## src/rtl/scene_radiance_recovery.sv

```systemverilog
// rtl/scene_radiance_recovery.sv - dehaze radiance recovery J = A + (I - A) * (1/t), 3-stage pipeline
//
// Ports:
//   clk, rst                 clock, asynchronous active-high reset
//   in_valid/in_ready        input pixel handshake (in_ready combinational)
//   in_r/in_g/in_b           hazy pixel channels, unsigned 8-bit
//   in_recip                 reciprocal transmission 1/t, unsigned Q2.6
//   a_r/a_g/a_b              atmospheric light, sampled on the first pixel of each frame
//   out_valid/out_ready      output pixel handshake
//   out_r/out_g/out_b        recovered pixel channels, clamped to 0..255
//   out_last                 last pixel of the frame, qualified by out_valid
//   frame_done               one-cycle pulse after the last pixel is taken downstream

module scene_radiance_recovery #(
    parameter int IMG_W = 512,
    parameter int IMG_H = 512
) (
    input  logic       clk,
    input  logic       rst,
    input  logic       in_valid,
    output logic       in_ready,
    input  logic [7:0] in_r,
    input  logic [7:0] in_g,
    input  logic [7:0] in_b,
    input  logic [7:0] in_recip,
    input  logic [7:0] a_r,
    input  logic [7:0] a_g,
    input  logic [7:0] a_b,
    output logic       out_valid,
    input  logic       out_ready,
    output logic [7:0] out_r,
    output logic [7:0] out_g,
    output logic [7:0] out_b,
    output logic       out_last,
    output logic       frame_done
);

    localparam int NPIX = IMG_W * IMG_H;
    localparam int CW   = $clog2(NPIX);
    localparam logic [CW-1:0] LAST_IDX = CW'(NPIX - 1);

    logic          stall;
    logic          accept;
    logic          first;
    logic [CW-1:0] cnt;

    logic [7:0] pix    [3];
    logic [7:0] a_live [3];
    logic [7:0] a_lat  [3];
    logic [7:0] a_use  [3];

    // Stage 1
    logic              v1;
    logic              last1;
    logic [7:0]        recip1;
    logic signed [8:0] d1 [3];
    logic [7:0]        a1 [3];

    // Stage 2
    logic               v2;
    logic               last2;
    logic signed [17:0] p2 [3];
    logic [7:0]         a2 [3];

    // Stage 3 combinational result
    logic signed [12:0] q  [3];
    logic [7:0]         cl [3];

    assign stall    = out_valid & ~out_ready;
    assign in_ready = ~stall;
    assign accept   = in_valid & in_ready;
    assign first    = (cnt == '0);

    // The first pixel of a frame must use the live A because the latch only
    // captures it on that same edge.
    always_comb begin
        pix[0]    = in_r;
        pix[1]    = in_g;
        pix[2]    = in_b;
        a_live[0] = a_r;
        a_live[1] = a_g;
        a_live[2] = a_b;
        for (int c = 0; c < 3; c++) begin
            a_use[c] = first ? a_live[c] : a_lat[c];
        end
    end

    always_ff @(posedge clk or posedge rst) begin
        if (rst) begin
            cnt <= '0;
            for (int c = 0; c < 3; c++) begin
                a_lat[c] <= '0;
            end
        end else if (accept) begin
            if (first) begin
                for (int c = 0; c < 3; c++) begin
                    a_lat[c] <= a_live[c];
                end
            end
            cnt <= (cnt == LAST_IDX) ? '0 : cnt + 1'b1;
        end
    end

    always_ff @(posedge clk or posedge rst) begin
        if (rst) begin
            v1     <= 1'b0;
            last1  <= 1'b0;
            recip1 <= '0;
            for (int c = 0; c < 3; c++) begin
                d1[c] <= '0;
                a1[c] <= '0;
            end
        end else if (!stall) begin
            v1     <= accept;
            last1  <= accept & (cnt == LAST_IDX);
            recip1 <= in_recip;
            for (int c = 0; c < 3; c++) begin
                d1[c] <= $signed({1'b0, pix[c]}) - $signed({1'b0, a_use[c]});
                a1[c] <= a_use[c];
            end
        end
    end

    always_ff @(posedge clk or posedge rst) begin
        if (rst) begin
            v2    <= 1'b0;
            last2 <= 1'b0;
            for (int c = 0; c < 3; c++) begin
                p2[c] <= '0;
                a2[c] <= '0;
            end
        end else if (!stall) begin
            v2    <= v1;
            last2 <= last1;
            for (int c = 0; c < 3; c++) begin
                // |d| <= 255 and recip <= 255, so the product fits 18 bits signed.
                p2[c] <= 18'(d1[c]) * 18'($signed({1'b0, recip1}));
                a2[c] <= a1[c];
            end
        end
    end

    // A*64 + p + 0.5 LSB in Q.6, then drop the fraction and saturate.
    always_comb begin
        for (int c = 0; c < 3; c++) begin
            q[c] = 13'(($signed({5'b0, a2[c], 6'b0}) + 19'(p2[c]) + 19'sd32) >>> 6);
            if (q[c][12]) begin
                cl[c] = 8'd0;
            end else if (|q[c][11:8]) begin
                cl[c] = 8'd255;
            end else begin
                cl[c] = q[c][7:0];
            end
        end
    end

    always_ff @(posedge clk or posedge rst) begin
        if (rst) begin
            out_valid  <= 1'b0;
            out_last   <= 1'b0;
            out_r      <= '0;
            out_g      <= '0;
            out_b      <= '0;
            frame_done <= 1'b0;
        end else begin
            frame_done <= out_valid & out_ready & out_last;
            if (!stall) begin
                out_valid <= v2;
                out_last  <= last2;
                out_r     <= cl[0];
                out_g     <= cl[1];
                out_b     <= cl[2];
            end
        end
    end

endmodule

```

## config.mk

```make
export PLATFORM = sky130hd
export DESIGN_NAME = scene_radiance_recovery
export DESIGN_NICKNAME = d
export VERILOG_FILES = /design/src/rtl/scene_radiance_recovery.sv
export SDC_FILE = /design/constraint.sdc
export NUM_CORES = 1
export LEC_CHECK = 0
export ABC_AREA = 1
export BUFFER_PORTS_ARGS = -buffer_cell sky130_fd_sc_hd__buf_4
export CORE_UTILIZATION = 60
export DETAILED_ROUTE_END_ITERATION = 12
export GPL_TIMING_DRIVEN = 0
export PLACE_DENSITY = 0.86
export SETUP_SLACK_MARGIN = 0.3
export SLEW_MARGIN = 20
export SYNTH_ARGS = -nofsm -noshare
export SYNTH_HDL_FRONTEND = slang
export SYNTH_SLANG_ARGS = --single-unit
```

## constraint.sdc

```tcl
create_clock -name clk -period 8 [get_ports clk]
set_input_delay 0.4 -clock clk [delete_from_list [all_inputs] [get_ports clk]]
set_output_delay 0.4 -clock clk [all_outputs]
set_load 0.01 [all_outputs]
```

==> metrics list, run 1 <==
* Overall global routing resource usage: 33.7%
- Wire length reported by the detailed router: 53600 µm
- Across all hold checks on the routed design, the worst slack comes to 0.00366 ns.
* Total of cells resized after clock tree synthesis: 0
- Buffers placed on the I/O ports in this run total 87.
* Number of optimization iterations in the first detailed-route pass: 8
* Reg-to-reg slack, setup: 2.52 ns
- Most common cell on crit path: fa_1
- Clock Skews: 0.0145 ns
- For this run, the slowest stage of the critical path takes 0.70 ns.
- Critical path data required time: 8.31 ns
- The floorplan step defined a core boundary enclosing 31900 µm².
- Worst Path Class, Setup: reg2reg
- The largest total area in the synthesized netlist belongs to dfrtp_1.
* Max transition margin: 33.7%
- The worst setup path is launched from a flip-flop.
* Ys Warns: 0
- Among all stages on the critical path, the largest delay is contributed by fa_1.
- Class of the most critical hold timing path: in2async
- For this block, the via count after detailed routing is 17500.
- Setup repair after global routing left no endpoint under its margin.
- Max Cap Viol: 0
* Final cell area excluding filler cells: 21500 µm²
- Traced cell by cell, the critical path runs through clkbuf_1 > clkbuf_1 > nand2_1 > fa_1 > inv_1 > fa_1 > inv_1 > fa_1 > fa_1 > inv_1 > ha_1 > nand2_1 > nor2_1 > a211oi_1 > nand4_1 > nand3_1 > o21ai_0.
- In this run the cell area measured after placement is 20900 µm².
* Clock tree from TritonCTS: built
- The floorplan step set the die width to 183 µm.
- Synthesis produced a netlist whose cell count is 2677.
* Final non-filler cell total: 3232
* Worst slew pin tran: 0.994 ns
* FF-to-FF Start: recip1[2]
- Achievable Freq: 182 MHz
- The cell area that synthesis handed to floorplanning was 19600 µm².
* Fill cell total of the finished layout: 2652
- H-tree depth reported by CTS: 4
* Vias in the first global route: 17900
* Sequential fraction of the synthesis area: 24.8%
- Of all nets on the critical path, the largest fanout is 10.
* Worst-case reg-to-reg path depth: 17
- On the critical path the largest part of the delay comes from adder cells.
- Latest clock arrival within the worst-skew pair: 0.45 ns
* Primary flip-flop cell chosen by synthesis mapping: dfrtp_1
- The clock drives 195 sinks.
- In this run, distinct cell masters in the synthesized netlist total 47.
- Final hold violation count: 0
* Detailed router's first-iteration violation count: 1482
* Number of buffers added for setup after CTS: 0
- Result of the run: finished, final reports clean
* Synth async-reset ratio: 100%
- The clock passes through at most 2 buffers.
* Number of design rule violations left after detail routing: 0
* Half-perimeter wire length of the detailed placement result: 43100 µm
- Together, buffers and inverters on the worst path number 5.
* Area grow syn2layout: 9.38%
- Number of buffers created by CTS: 17
* Final setup violation count: 0
- Most common cell after layout, fill and taps aside: nand2_1
- The endpoint identified for the worst register-to-register timing path is p2[34].
- N_diodes: 0
- Fin crit period: 5.48 ns
- The die covers 33500 µm².
* Crit. End Element: flip-flop
- Standard-cell row count: 65
* # nets final: 3176
- In this run the mean area of a mapped cell was 7.34 µm².
- First-pass GRT wire length: 87500 µm
- For this design, the CTS-stage hold fixing added 0 buffers.
* Setup TNS: 0 ns
- After clock tree synthesis, the clock-pin slew on the worst setup and hold paths is 0.08 ns.
- Flop and latch count out of synthesis: 195
- Syn_nets: 3069
- Starting utilization of the core area: 61.6%
- Routability congestion estimate from global placement: 0.981
- In the layout the commonest cells are 857 x nand2_1, 597 x inv_1, 195 x dfrtp_1.
- The number of slew-limit violations in the final report was 0.
- Share of cells above drive strength 1: 6.69%
- Antenna violations before repair: 0
- WP data arrival: 5.79 ns
- Of the post-synthesis cell area, the dominant cell type holds 24.8%.
- Counting tap cells, the placed design contains a total of 3200 instances.
- Pin count of the biggest net entering global routing: 111
* Portion of the clock cycle consumed by the worst path in the final layout: 68.6%
- Leading cell types by total area after synthesis: dfrtp_1 25%, fa_1 19%, nand2_1 16%
* Count of antenna-violating nets left after detailed routing: 0
- Number of top-level pins: 88
* Root Buffer Master: clkbuf_16
- Routed length per instance: 16.6 µm
* Die span in y: 183 µm
- Grt total ovfl: 0
* Count of flip-flops with a built-in enable after synthesis: 0
* Ratio of routed vias to standard cells: 5.42
[through the flow]
| stage | worst slack [ns] | util [%] |
|---|---|---|
| 2_1_floorplan | 2.29 | - |
| 3_3_place_gp | 0.270 | 65.4 |
| 3_5_place_dp | 2.56 | 65.5 |
| 4_1_cts | 2.52 | 67.4 |
| 5_1_grt | 2.18 | 67.4 |
| 6_report | 2.52 | 67.4 |
[routing by layer]
layer / vias up / global-route usage [%] / wire, µm / share of wire (%)
met1: 8397 / 42.0 / 21300 / 40
met2: 723 / 57.4 / 25800 / 48
met3: 168 / 4.92 / 3930 / 7.3
met5: - / 0 / 0 / 0
li1: 8243 / - / - / -
met4: 0 / 16.6 / 2560 / 4.8
[state kept, by name, indices dropped and copies added (netlist names)]
| name | cells |
|---|---|
| a1 | 24 |
| a2 | 24 |
| a_lat | 24 |
| cnt | 18 |
| d1 | 27 |
| frame_done | 1 |
| last1 | 1 |
| last2 | 1 |
| out_b | 8 |
| out_g | 8 |
| out_last | 1 |
| out_r | 8 |
| out_valid | 1 |
| p2 | 39 |
| recip1 | 8 |
| v1 | 1 |
| v2 | 1 |
[logic make-up (layout without fill, tap and decap cells)]
group                      after synthesis  count (layout)  share of synthesized area, %
buffers and inverters                  704             824                          13.6
xor gates and xnor gates                57              57                          2.54
DFF                                    195             195                          24.8
and+or+nand+nor                       1152            1152                          24.1
adders and majority gates              332             332                          28.3
AOI/OAI and AO/OA                      237             237                          6.63
[cells in the mapped netlist, types with 3 or more instances]
master	instances
dfrtp_1	195
buf_1	14
fa_1	186
inv_1	598
o21ai_2	10
nor2_4	4
xor2_1	31
nand4_1	24
nand2b_1	3
nand3b_1	4
o21bai_1	3
a211oi_1	3
o21ai_1	47
clkbuf_1	64
ha_1	146
o21ai_0	68
nand3_1	122
o211ai_1	4
nor2_1	90
or2_2	7
nand2_1	857
a21oi_1	78
inv_2	16
nor2_2	3
nor3_1	19
a21o_1	5
buf_2	9
nand3_2	3
o21a_1	7
nand2_2	4
xnor2_1	26
a31oi_1	5
[how the worst max path moves through the flow]
stage | endpoint | slack, ns | cells after the start | from
floorplan | a1[0] | 2.29 | 1 | rst
global placement | a_lat[14] | 0.27 | 2 | rst
detailed placement | p2[34] | 2.56 | 17 | recip1[2]
CTS | p2[34] | 2.52 | 17 | recip1[2]
global route | p2[35] | 2.18 | 19 | recip1[2]
finish | p2[34] | 2.52 | 17 | recip1[2]
[layout make-up]
class / count / area (µm²) / area share [%]
multi-input cells: 1778 / 12100 / 56.3
flip-flops and latches: 195 / 4880 / 22.7
inverters: 615 / 2320 / 10.8
repair buffers: 88 / 681 / 3.17
well taps: 435 / 544 / 2.53
clock buffers: 17 / 425 / 1.98
plain buffers: 89 / 360 / 1.68
clock inverters: 15 / 185 / 0.862
Power of run 1 is not shown: default switching activity piles up to over one toggle a cycle in this logic, so the estimate is an artifact.
==> run 2, diff against run 1 <==
--- a/config.mk
+++ b/config.mk
@@ -7,10 +7,10 @@
 export LEC_CHECK = 0
 export ABC_AREA = 1
 export BUFFER_PORTS_ARGS = -buffer_cell sky130_fd_sc_hd__buf_4
-export CORE_UTILIZATION = 60
+export CORE_UTILIZATION = 58
 export DETAILED_ROUTE_END_ITERATION = 12
 export GPL_TIMING_DRIVEN = 0
-export PLACE_DENSITY = 0.86
+export PLACE_DENSITY = 0.87
 export SETUP_SLACK_MARGIN = 0.3
 export SLEW_MARGIN = 20
 export SYNTH_ARGS = -nofsm -noshare
==> constraint.sdc (replaced) <==
create_clock -name clk -period 4.39 [get_ports clk]
set_input_delay 0.2195 -clock clk [delete_from_list [all_inputs] [get_ports clk]]
set_output_delay 0.2195 -clock clk [all_outputs]
set_load 0.01 [all_outputs]
==> metrics list, run 2 (synthesis gave the netlist of run 1 again) <==
* Biggest register: p2 (unchanged)
- The worst hold path passes through 3 cells.
* Max transition margin: 15.7% (was 33.7%)
- Fin crit period: 4.59 ns (was 5.48 ns)
* Standard-cell row count: 67 (was 65)
* Result of the run: finished, violations left (was finished, final reports clean)
* Number of buffers created by CTS: 17 (unchanged)
- The highest net fanout along the worst path came to 6 (was 10).
- The per-cell routed wire length came to 19.3 µm (was 16.6 µm).
* Routability congestion estimate from global placement: 0.933 (was 0.981)
- Core Area: 33400 µm² (was 31900 µm²)
- The TritonCTS clock tree was built (unchanged).
- Worst slew pin tran: 1.26 ns (was 0.994 ns)
- The met3 track demand over resource was 6.77% (was 4.92%).
- Clock Skews: 0.0133 ns (was 0.0145 ns)
- Share of cells above drive strength 1: 21.1% (was 6.69%)
- Crit. End Element: flip-flop (unchanged)
- The cell area after placement was 21100 µm² (was 20900 µm²).
* Beginning of the worst hold path: in_recip[3]
- The cell count of the worst reg-to-reg path was 21 (was 17).
- Minimum setup slack in the final design: -0.200 ns (was 2.52 ns)
- The H-tree depth reported by CTS was 4 (unchanged).
* Final hold violation count: 0 (unchanged)
* GR Layer Usage met1: 43.4% (was 42.0%)
* Type of element launching the critical path: flip-flop (unchanged)
- The global-route met2 utilization was 58.3% (was 57.4%).
* Post-CTS clock slew at the launch and capture registers of the worst setup and hold paths: 0.08 ns (about the same)
- RSZ-0062 raised after global routing: yes (was no).
* Fin. max-slew vios: 0 (unchanged)
- Achievable Freq: 218 MHz (was 182 MHz)
- Hold Path End: recip1[3]
* Final cell area excluding filler cells: 24300 µm² (was 21500 µm²)
- Routing layer with the top usage in global route: met2 (unchanged)
- Most common cell after layout, fill and taps aside: nand2_1 (unchanged)
* Antenna violations before repair: 1 (was 0)
- Count of antenna-violating nets left after detailed routing: 0 (unchanged)
- The routed via count divided by cell count came to 5.71 (was 5.42).
- Number of flip-flops in the largest register: 39 (unchanged)
* Grt total ovfl: 0 (unchanged)
- The worst path required time is 4.72 ns (was 8.31 ns).
- The width of the die was 186 µm (was 183 µm).
- The effective utilization at floorplan is 58.7% (was 61.6%).
- The total routing resource utilization after global routing is 35.7% (was 33.7%).
* First-pass GRT wire length: 94400 µm (was 87500 µm)
- The number of buffers inserted by port buffering was 87 (unchanged).
- FF-to-FF End: p2[15] (was p2[34])
* Via total after detailed routing: 19100 (was 17500)
- Pin count of the biggest net entering global routing: 36 (was 111)
- Highest-count cells in the layout ignoring fill and taps: 779 x nand2_1, 533 x inv_1, 194 x dfrtp_1 (was 857 x nand2_1, 597 x inv_1, 195 x dfrtp_1).
* WP data arrival: 4.92 ns (was 5.79 ns)
- The height of the die is 186 µm (was 183 µm).
* Number of optimization iterations in the first detailed-route pass: 6 (was 8)
- Die area: 34600 µm² (was 33500 µm²)
- The setup violation total in the final timing report was 13 (was 0).
- # nets final: 3281 (was 3176)
- The final reports fail on negative setup slack.
- Number of top-level pins: 88 (unchanged)
- Fill cell total of the finished layout: 2240 (was 2652)
- Half-perimeter wire length of the detailed placement result: 43200 µm (was 43100 µm)
* Latest clock arrival within the worst-skew pair: 0.45 ns (about the same)
- The post-detailed-routing wire length was 64600 µm (was 53600 µm).
* Max Cap Viol: 0 (unchanged)
* Number of design rule violations left after detail routing: 0 (unchanged)
- The clock root buffer master is clkbuf_16 (unchanged).
- Clock sink total: 195 (unchanged)
- The area growth from synthesis to final layout was 23.8% (was 9.38%).
- Largest registers ranked by flip-flop count: p2 (39), d1 (27) (unchanged)
- The via count of the first global-routing pass is 18700 (was 17900).
* FF-to-FF Start: recip1[2] (unchanged)
- The type of the worst min-delay path is in2reg (was in2async).
* CTS Buffer Depth: 2 (unchanged)
- Portion of the clock cycle consumed by the worst path in the final layout: 105% (was 68.6%)
- Reg-to-reg slack, setup: -0.20 ns (was 2.52 ns)
* Detailed router's first-iteration violation count: 1980 (was 1482)
- Worst Path Class, Setup: reg2reg (unchanged)
-- run 2: worst max path at each step --
stage | start | to | slack [ns] | cells after the start
floorplan | recip1[1] | p2[35] | 0.29 | 20
global placement | recip1[7] | p2[51] | -0.64 | 24
detailed placement | recip1[7] | p2[47] | -0.71 | 21
CTS | recip1[2] | p2[35] | 0.05 | 20
global route | recip1[2] | p2[35] | -0.28 | 21
finish | recip1[2] | p2[15] | -0.20 | 21
-- run 2: stage by stage --
step           instances  setup WS, ns  hold WS, ns  utilization [%]  TNS, ns
2_1_floorplan       2677         0.286        0.336                -        0
3_3_place_gp        3212        -0.635        0.427             62.8    -9.78
3_5_place_dp        3217        -0.715        0.395             63.1   -11.43
4_1_cts             3315        0.0501      0.00598             70.0        0
5_1_grt             3349        -0.277      0.00797             72.7    -3.56
6_report            3350        -0.200      0.00859             72.7   -0.974
-- run 2: final cells by class --
class / count / area (µm²) / area share, %
well taps: 448 / 561 / 2.31
diodes: 1 / 2.50 / 0.0103
repair buffers: 193 / 1730 / 7.12
flip-flops and latches: 195 / 4880 / 20.1
clock buffers: 20 / 437 / 1.80
multi-input cells: 1778 / 13500 / 55.5
clock inverters: 11 / 203 / 0.834
plain buffers: 89 / 684 / 2.81
inverters: 615 / 2320 / 9.54
-- run 2: metal layers --
| metal | share of wire [%] | vias up |
|---|---|---|
| met2 | 46 | 1218 |
| met1 | 36 | 9031 |
| li1 | - | 8448 |
| met5 | 0 | - |
| met4 | 8.4 | 0 |
| met3 | 9.5 | 438 |
-- run 2: worst max-delay path: stages (launching register included) --
cell and delay [ns]:
dfrtp_1 0.39, clkbuf_16 0.18, clkbuf_16 0.16, buf_6 0.11, buf_6 0.12, buf_6 0.13, nand2_2 0.08, fa_1 0.44
inv_2 0.10, fa_1 0.46, ha_1 0.31, inv_1 0.06, fa_1 0.53, inv_2 0.07, ha_1 0.33, nand2_2 0.15
o21bai_4 0.31, nand2_1 0.16, nand2_1 0.12, nand2_1 0.07, nand3_2 0.11, nand2_1 0.07
-- run 2: repair_timing --
| item | CTS | global route |
|---|---|---|
| endpoints found under the setup margin | 33 | 35 |
| resized for setup | 274 | 196 |
| pin swaps | 108 | 130 |
| cloned | 1 | 1 |
| hold buffers | 7 | 0 |
| endpoints found under the hold margin | 33 | 0 |
| setup buffers | 59 | 33 |
Power of run 2 is left out for the same reason.
